$ cat src/rtl/mem_loader.sv
// Host-to-memory loader: streams an instruction and a data image into two
// external memories, reads both back, compares checksums and then enables the CPU.
module mem_loader #(
  parameter int unsigned IMEM_WORDS = 512,
  parameter int unsigned DMEM_WORDS = 1024
) (
  input  logic        clk,
  input  logic        arst_n,
  input  logic        start,
  input  logic        stop,
  input  logic [9:0]  imem_len,
  input  logic [10:0] dmem_len,
  input  logic        s_valid,
  output logic        s_ready,
  input  logic [31:0] s_data,
  output logic [31:0] addr_ext,
  output logic        wen_ext,
  output logic        ren_ext,
  output logic [31:0] wdata_ext,
  input  logic [31:0] rdata_ext,
  output logic [31:0] addr_ext_2,
  output logic        wen_ext_2,
  output logic        ren_ext_2,
  output logic [31:0] wdata_ext_2,
  input  logic [31:0] rdata_ext_2,
  output logic        cpu_enable,
  output logic        busy,
  output logic        done,
  output logic        error
);

  localparam int unsigned CW = 11;
  localparam int unsigned DW = 32;
  localparam int unsigned AW = 32;
  localparam int unsigned LW = 12;

  typedef enum logic [2:0] {
    IDLE, LOAD_I, LOAD_D, RB_I, RB_D, CHECK, RUN, ERR
  } state_t;

  state_t        state_q, state_d;
  logic [CW-1:0] cnt_q, cnt_d, cnt_inc;
  logic [CW-1:0] ilen_q, ilen_d, dlen_q, dlen_d;
  logic [DW-1:0] wsum_q, wsum_d, rsum_q, rsum_d;
  logic          rd_pend_q, rd_pend_d, rd_sel_q, rd_sel_d;
  logic          oversize, beat;

  logic          s_ready_d, cpu_enable_d, busy_d, done_d, error_d;
  logic          wen_i_d, ren_i_d, wen_d_d, ren_d_d;
  logic [AW-1:0] addr_i_d, addr_d_d;
  logic [DW-1:0] wdata_i_d, wdata_d_d;
  logic [AW-1:0] cnt_addr;

  assign cnt_inc  = cnt_q + CW'(1);
  assign cnt_addr = AW'({cnt_q, 2'b00});
  assign beat     = s_valid & s_ready;
  assign oversize = (LW'(imem_len) > LW'(IMEM_WORDS)) || (LW'(dmem_len) > LW'(DMEM_WORDS));

  // Next-state, datapath and next-output logic
  always_comb begin
    state_d   = state_q;
    cnt_d     = cnt_q;
    ilen_d    = ilen_q;
    dlen_d    = dlen_q;
    wsum_d    = wsum_q;
    rsum_d    = rsum_q;
    rd_pend_d = ren_ext | ren_ext_2;
    rd_sel_d  = ren_ext_2;
    done_d    = 1'b0;
    wen_i_d   = 1'b0;
    ren_i_d   = 1'b0;
    wen_d_d   = 1'b0;
    ren_d_d   = 1'b0;
    addr_i_d  = '0;
    addr_d_d  = '0;
    wdata_i_d = '0;
    wdata_d_d = '0;

    // Read data arrives one cycle after the registered read enable
    if (rd_pend_q) rsum_d = rsum_q + (rd_sel_q ? rdata_ext_2 : rdata_ext);

    case (state_q)
      IDLE, ERR: begin
        if (start) begin
          ilen_d = CW'(imem_len);
          dlen_d = dmem_len;
          cnt_d  = '0;
          wsum_d = '0;
          rsum_d = '0;
          if (oversize)            state_d = ERR;
          else if (imem_len != '0) state_d = LOAD_I;
          else if (dmem_len != '0) state_d = LOAD_D;
          else                     state_d = CHECK;
        end
      end
      LOAD_I: begin
        if (beat) begin
          wen_i_d   = 1'b1;
          addr_i_d  = cnt_addr;
          wdata_i_d = s_data;
          wsum_d    = wsum_q + s_data;
          if (cnt_inc == ilen_q) begin
            cnt_d   = '0;
            state_d = (dlen_q != '0) ? LOAD_D : RB_I;
          end else begin
            cnt_d = cnt_inc;
          end
        end
      end
      LOAD_D: begin
        if (beat) begin
          wen_d_d   = 1'b1;
          addr_d_d  = cnt_addr;
          wdata_d_d = s_data;
          wsum_d    = wsum_q + s_data;
          if (cnt_inc == dlen_q) begin
            cnt_d   = '0;
            state_d = (ilen_q != '0) ? RB_I : RB_D;
          end else begin
            cnt_d = cnt_inc;
          end
        end
      end
      RB_I: begin
        if (cnt_q != ilen_q) begin
          ren_i_d  = 1'b1;
          addr_i_d = cnt_addr;
          if (cnt_inc == ilen_q && dlen_q != '0) begin
            cnt_d   = '0;
            state_d = RB_D;
          end else begin
            cnt_d = cnt_inc;
          end
        end else if (!ren_ext) begin
          // Last read's data is being summed on this edge
          state_d = CHECK;
        end
      end
      RB_D: begin
        if (cnt_q != dlen_q) begin
          ren_d_d  = 1'b1;
          addr_d_d = cnt_addr;
          cnt_d    = cnt_inc;
        end else if (!ren_ext_2 && !ren_ext) begin
          state_d = CHECK;
        end
      end
      CHECK: begin
        if (wsum_q == rsum_q) begin
          state_d = RUN;
          done_d  = 1'b1;
        end else begin
          state_d = ERR;
        end
      end
      RUN: begin
        if (stop) state_d = IDLE;
      end
      default: state_d = IDLE;
    endcase

    s_ready_d    = (state_d == LOAD_I) || (state_d == LOAD_D);
    cpu_enable_d = (state_d == RUN);
    error_d      = (state_d == ERR);
    busy_d       = !((state_d == IDLE) || (state_d == RUN) || (state_d == ERR));
  end

  // State, datapath and output registers
  always_ff @(posedge clk or negedge arst_n) begin
    if (!arst_n) begin
      state_q     <= IDLE;
      cnt_q       <= '0;
      ilen_q      <= '0;
      dlen_q      <= '0;
      wsum_q      <= '0;
      rsum_q      <= '0;
      rd_pend_q   <= 1'b0;
      rd_sel_q    <= 1'b0;
      s_ready     <= 1'b0;
      cpu_enable  <= 1'b0;
      busy        <= 1'b0;
      done        <= 1'b0;
      error       <= 1'b0;
      wen_ext     <= 1'b0;
      ren_ext     <= 1'b0;
      addr_ext    <= '0;
      wdata_ext   <= '0;
      wen_ext_2   <= 1'b0;
      ren_ext_2   <= 1'b0;
      addr_ext_2  <= '0;
      wdata_ext_2 <= '0;
    end else begin
      state_q     <= state_d;
      cnt_q       <= cnt_d;
      ilen_q      <= ilen_d;
      dlen_q      <= dlen_d;
      wsum_q      <= wsum_d;
      rsum_q      <= rsum_d;
      rd_pend_q   <= rd_pend_d;
      rd_sel_q    <= rd_sel_d;
      s_ready     <= s_ready_d;
      cpu_enable  <= cpu_enable_d;
      busy        <= busy_d;
      done        <= done_d;
      error       <= error_d;
      wen_ext     <= wen_i_d;
      ren_ext     <= ren_i_d;
      addr_ext    <= addr_i_d;
      wdata_ext   <= wdata_i_d;
      wen_ext_2   <= wen_d_d;
      ren_ext_2   <= ren_d_d;
      addr_ext_2  <= addr_d_d;
      wdata_ext_2 <= wdata_d_d;
    end
  end

endmodule

$ cat config.mk
export PLATFORM = sky130hd
export DESIGN_NAME = mem_loader
export DESIGN_NICKNAME = d
export VERILOG_FILES = /design/src/rtl/mem_loader.sv
export SDC_FILE = /design/constraint.sdc
export NUM_CORES = 1
export LEC_CHECK = 0
export ABC_AREA = 1
export CAP_MARGIN = 20
export CORE_AREA = 8 8 194 196
export CTS_CLUSTER_SIZE = 20
export DETAILED_ROUTE_END_ITERATION = 8
export DIE_AREA = 0 0 202 204
export HOLD_SLACK_MARGIN = 0.02
export PLACE_DENSITY = 0.69
export SYNTH_ARGS = -nofsm -noshare
export SYNTH_HDL_FRONTEND = slang
export SYNTH_SLANG_ARGS = --single-unit
$ cat constraint.sdc
create_clock -name clk -period 3.45 [get_ports clk]
set_clock_uncertainty 0.15 [all_clocks]
set_input_delay 0.69 -clock clk [delete_from_list [all_inputs] [get_ports clk]]
set_output_delay 0.69 -clock clk [all_outputs]
set_load 0.02 [all_outputs]
==> impl_metrics.yaml <==
synthesis:
  synth_cell_types: 52
  post_synth.cell_area_avg_um2: 7.64
  syn_inst: 1684
  synthFlopType: "dfrtp_1"
  yosysWarnings: 0
  synthesis.area_um2: 12900
  ys_ff_latch: 196
  ys_seq_area_share_pct: 38.1
  synth_edf_count: 0
  async_flop_share_pct: 100
pwr:
  leakagePower_nw: 8.03
  peakVddDrop_mv: 0.449
  power_density_nw_per_um2: 761
  finalPower_mw: 12.4
sta:
  min_period_ns: 3.22
  setup_viol: 0
  worst_pin_slew_ns: 0.667
  drv_slew: 0
  max_freq_ghz: 0.311
  rsz0062_at_grt: "false"
  slew-limit-headroom_pct: 55.0
  fin_tns_setup_ns: 0
  hold-worst-slack_ns: 0.0776
  min_period_over_period_pct: 93.3
  hold_violations: 0
run:
  cap_violations: 0
floorplan:
  core_area_um2: 34800
  start_util_pct: 37.0
  num_rows: 69
  die_w_um: 202
  fp.dieH_um: 204
  pin_count: 259
  dieArea_um2: 41200
clock_tree:
  cts_tree: "yes"
  clock-sinks: 196
  cts_hold_buffers: 0
  insertion_delay_ns: 0.44
  cts_made_buffers: 17
  clkSlewWorstSetupHoldPaths_ns: 0.07
  clockRootBuffer: "clkbuf_16"
  clock_path_buffers: 2
  h-tree-depth: 4
critical_path:
  path_buf_inv: 2
  cp.required_ns: 3.64
  timing.rr.start: "rd_sel_q$_DFF_PN0_"
  cp_top_family: "simple AND/OR/NAND/NOR gates"
  slowest_delay_ns: 0.42
  worstSetupPathType: "flop to flop"
  end_kind: "flop"
  cp_cell_sequence: "buf_6, mux2_2, ha_1, a21oi_1, nor2_1, nor2_1, a21boi_0, nand2_1, nand2_1, nand2_1, a21oi_1, nand2b_1, nand3_1, nand2_1, inv_1"
  worst-endpoint-arrival_ns: 3.41
  crit_fanout: 23
  worst_path_max_delay_cell: "dfrtp_1"
  cpMostUsedCell: "nand2_1"
  crit_start: "rd_sel_q$_DFF_PN0_"
  crit_path_start_kind: "flop"
drt:
  postRouteAntennaNets: 0
  drt_iter0_markers: 605
  wl_per_cell_um: 16.7
  routed_wl_um: 40000
  first_pass_iters: 7
  drc_errors: 0
  vias: 11800
  viasPerCell: 4.92
cells_and_area:
  drive_gt1_share_pct: 8.07
  utilization_pct: 46.6
  antenna_cells_inserted: 0
  final_nets: 2107
  syn_to_final_growth_pct: 26.1
  filler_cell_count: 3440
run_status:
  outcome: "complete, no violations"
grt:
  gr-total-overflow: 0
  grt_pass1_vias: 12000
  grt_pass1_wl_um: 63900
  antenna_found_initial: 0
  grt_max_degree: 63
  globalRouteTotalUtil_pct: 19.3
place:
  dp_hpwl_um: 32100
  port_buffers: 216
  gp_congestion: 0.943
worst_hold_path:
  hold_class: "input pin to async pin"
[cells by family after synthesis]
family	count (synthesis)	synth area share [%]
xor+xnor	52	3.54
buf+inv	310	10.4
mux	31	2.71
fa+ha+maj	65	6.44
other cells	1	0.0291
compound gates	311	14.2
simple gates	718	24.5
flops	196	38.1
[metal layers]
layer | track usage, % | routed length [um]
met1 | 22.0 | 16300
met5 | 0 | 0
met4 | 6.76 | 1160
met2 | 35.5 | 20800
met3 | 3.77 | 1790
[synth_stat cells, types with 9 or more instances]
cell	count	share of area, %
clkbuf_1	22	0.64
o21a_1	9	0.53
or2_2	14	0.68
o21bai_1	9	0.53
nand2_2	10	0.49
nand3_1	84	3.3
nand4_1	26	1.3
inv_2	9	0.26
a21o_1	10	0.58
ha_1	63	6.1
buf_4	45	2.6
nor3_1	17	0.66
o211ai_1	26	1.5
o21ai_0	99	3.9
a21oi_1	105	4.1
xor2_1	17	1.2
o22ai_1	11	0.53
mux2_2	31	2.7
nand2_1	332	9.7
xnor2_1	35	2.4
dfrtp_1	196	38
nor2_1	203	5.9
inv_1	223	6.5
a31oi_1	10	0.49
[report_power, final]
group          leakage, nW  switching [mW]  total (mW)  internal (mW)
registers             2.61           0.635        3.47           2.84
clock network        0.295           0.934        2.09           1.16
logic                 5.12            4.19        6.79           2.59
[worst register-to-register path: stages, from the launching register on]
cell	delay, ns
dfrtp_1	0.42
buf_6	0.25
mux2_2	0.39
ha_1	0.35
a21oi_1	0.19
nor2_1	0.05
nor2_1	0.17
a21boi_0	0.22
nand2_1	0.19
nand2_1	0.10
nand2_1	0.10
a21oi_1	0.23
nand2b_1	0.15
nand3_1	0.07
nand2_1	0.08
inv_1	0.03
[state kept, by name (all words and copies together) (netlist names), 3 cells and up]
signal	flops
addr_ext	11
addr_ext_2	11
cnt_q	11
dlen_q	11
ilen_q	10
rsum_q	32
state_q	3
wdata_ext	32
wdata_ext_2	32
wsum_q	32
[path summary, 6_finish.rpt]
| check | end | slack, ns | cells past startpoint |
|---|---|---|---|
| max in group asynchronous | rsum_q[19]$_DFF_PN0_ | 2.31 | 2 |
| hold / removal | wdata_ext_2[24]$_DFF_PN0_ | 0.08 | 1 |
| hold reg to reg | wsum_q[27]$_DFFE_PN0P_ | 0.41 | 2 |
| setup / recovery | rsum_q[23]$_DFF_PN0_ | 0.23 | 15 |
| setup reg to reg | rsum_q[23]$_DFF_PN0_ | 0.23 | 15 |
| min in group clk | wsum_q[27]$_DFFE_PN0P_ | 0.41 | 2 |
[through the flow]
| step | setup slack, ns | instance area [um^2] | cells |
|---|---|---|---|
| after detailed placement | -0.148 | 15600 | 2361 |
| final | 0.232 | 16200 | 2394 |
| after global placement | -0.142 | 15600 | 2361 |
| after global routing | 0.0286 | 16200 | 2394 |
| after floorplan | 0.395 | 13000 | 1725 |
| after CTS | 0.209 | 16200 | 2393 |
[repair_timing]
action	4_1_cts	5_1_grt
gates resized for setup	0	2
setup endpoints to repair	0	3
buffers inserted	0	0
[cell usage in the layout (no fill, tap or decap), types with 42 or more instances in the layout]
cell             count
a21oi_1            105
clkdlybuf4s50_1    215
conb_1              42
dfrtp_1            196
ha_1                63
inv_1              223
nand2_1            332
nand3_1             84
nor2_1             203
o21ai_0             98
[area by class of cell]
| type | instances | area [um^2] | share of cell area [%] |
|---|---|---|---|
| clock buffers | 19 | 433 | 2.67 |
| clock inverters | 13 | 171 | 1.06 |
| inverters | 236 | 886 | 5.46 |
| multi-input cells | 1219 | 6780 | 41.8 |
| flip-flops and latches | 196 | 4900 | 30.2 |
| well taps | 461 | 577 | 3.56 |
| repair buffers | 250 | 2470 | 15.2 |
(Power assumes the default switching activity.)
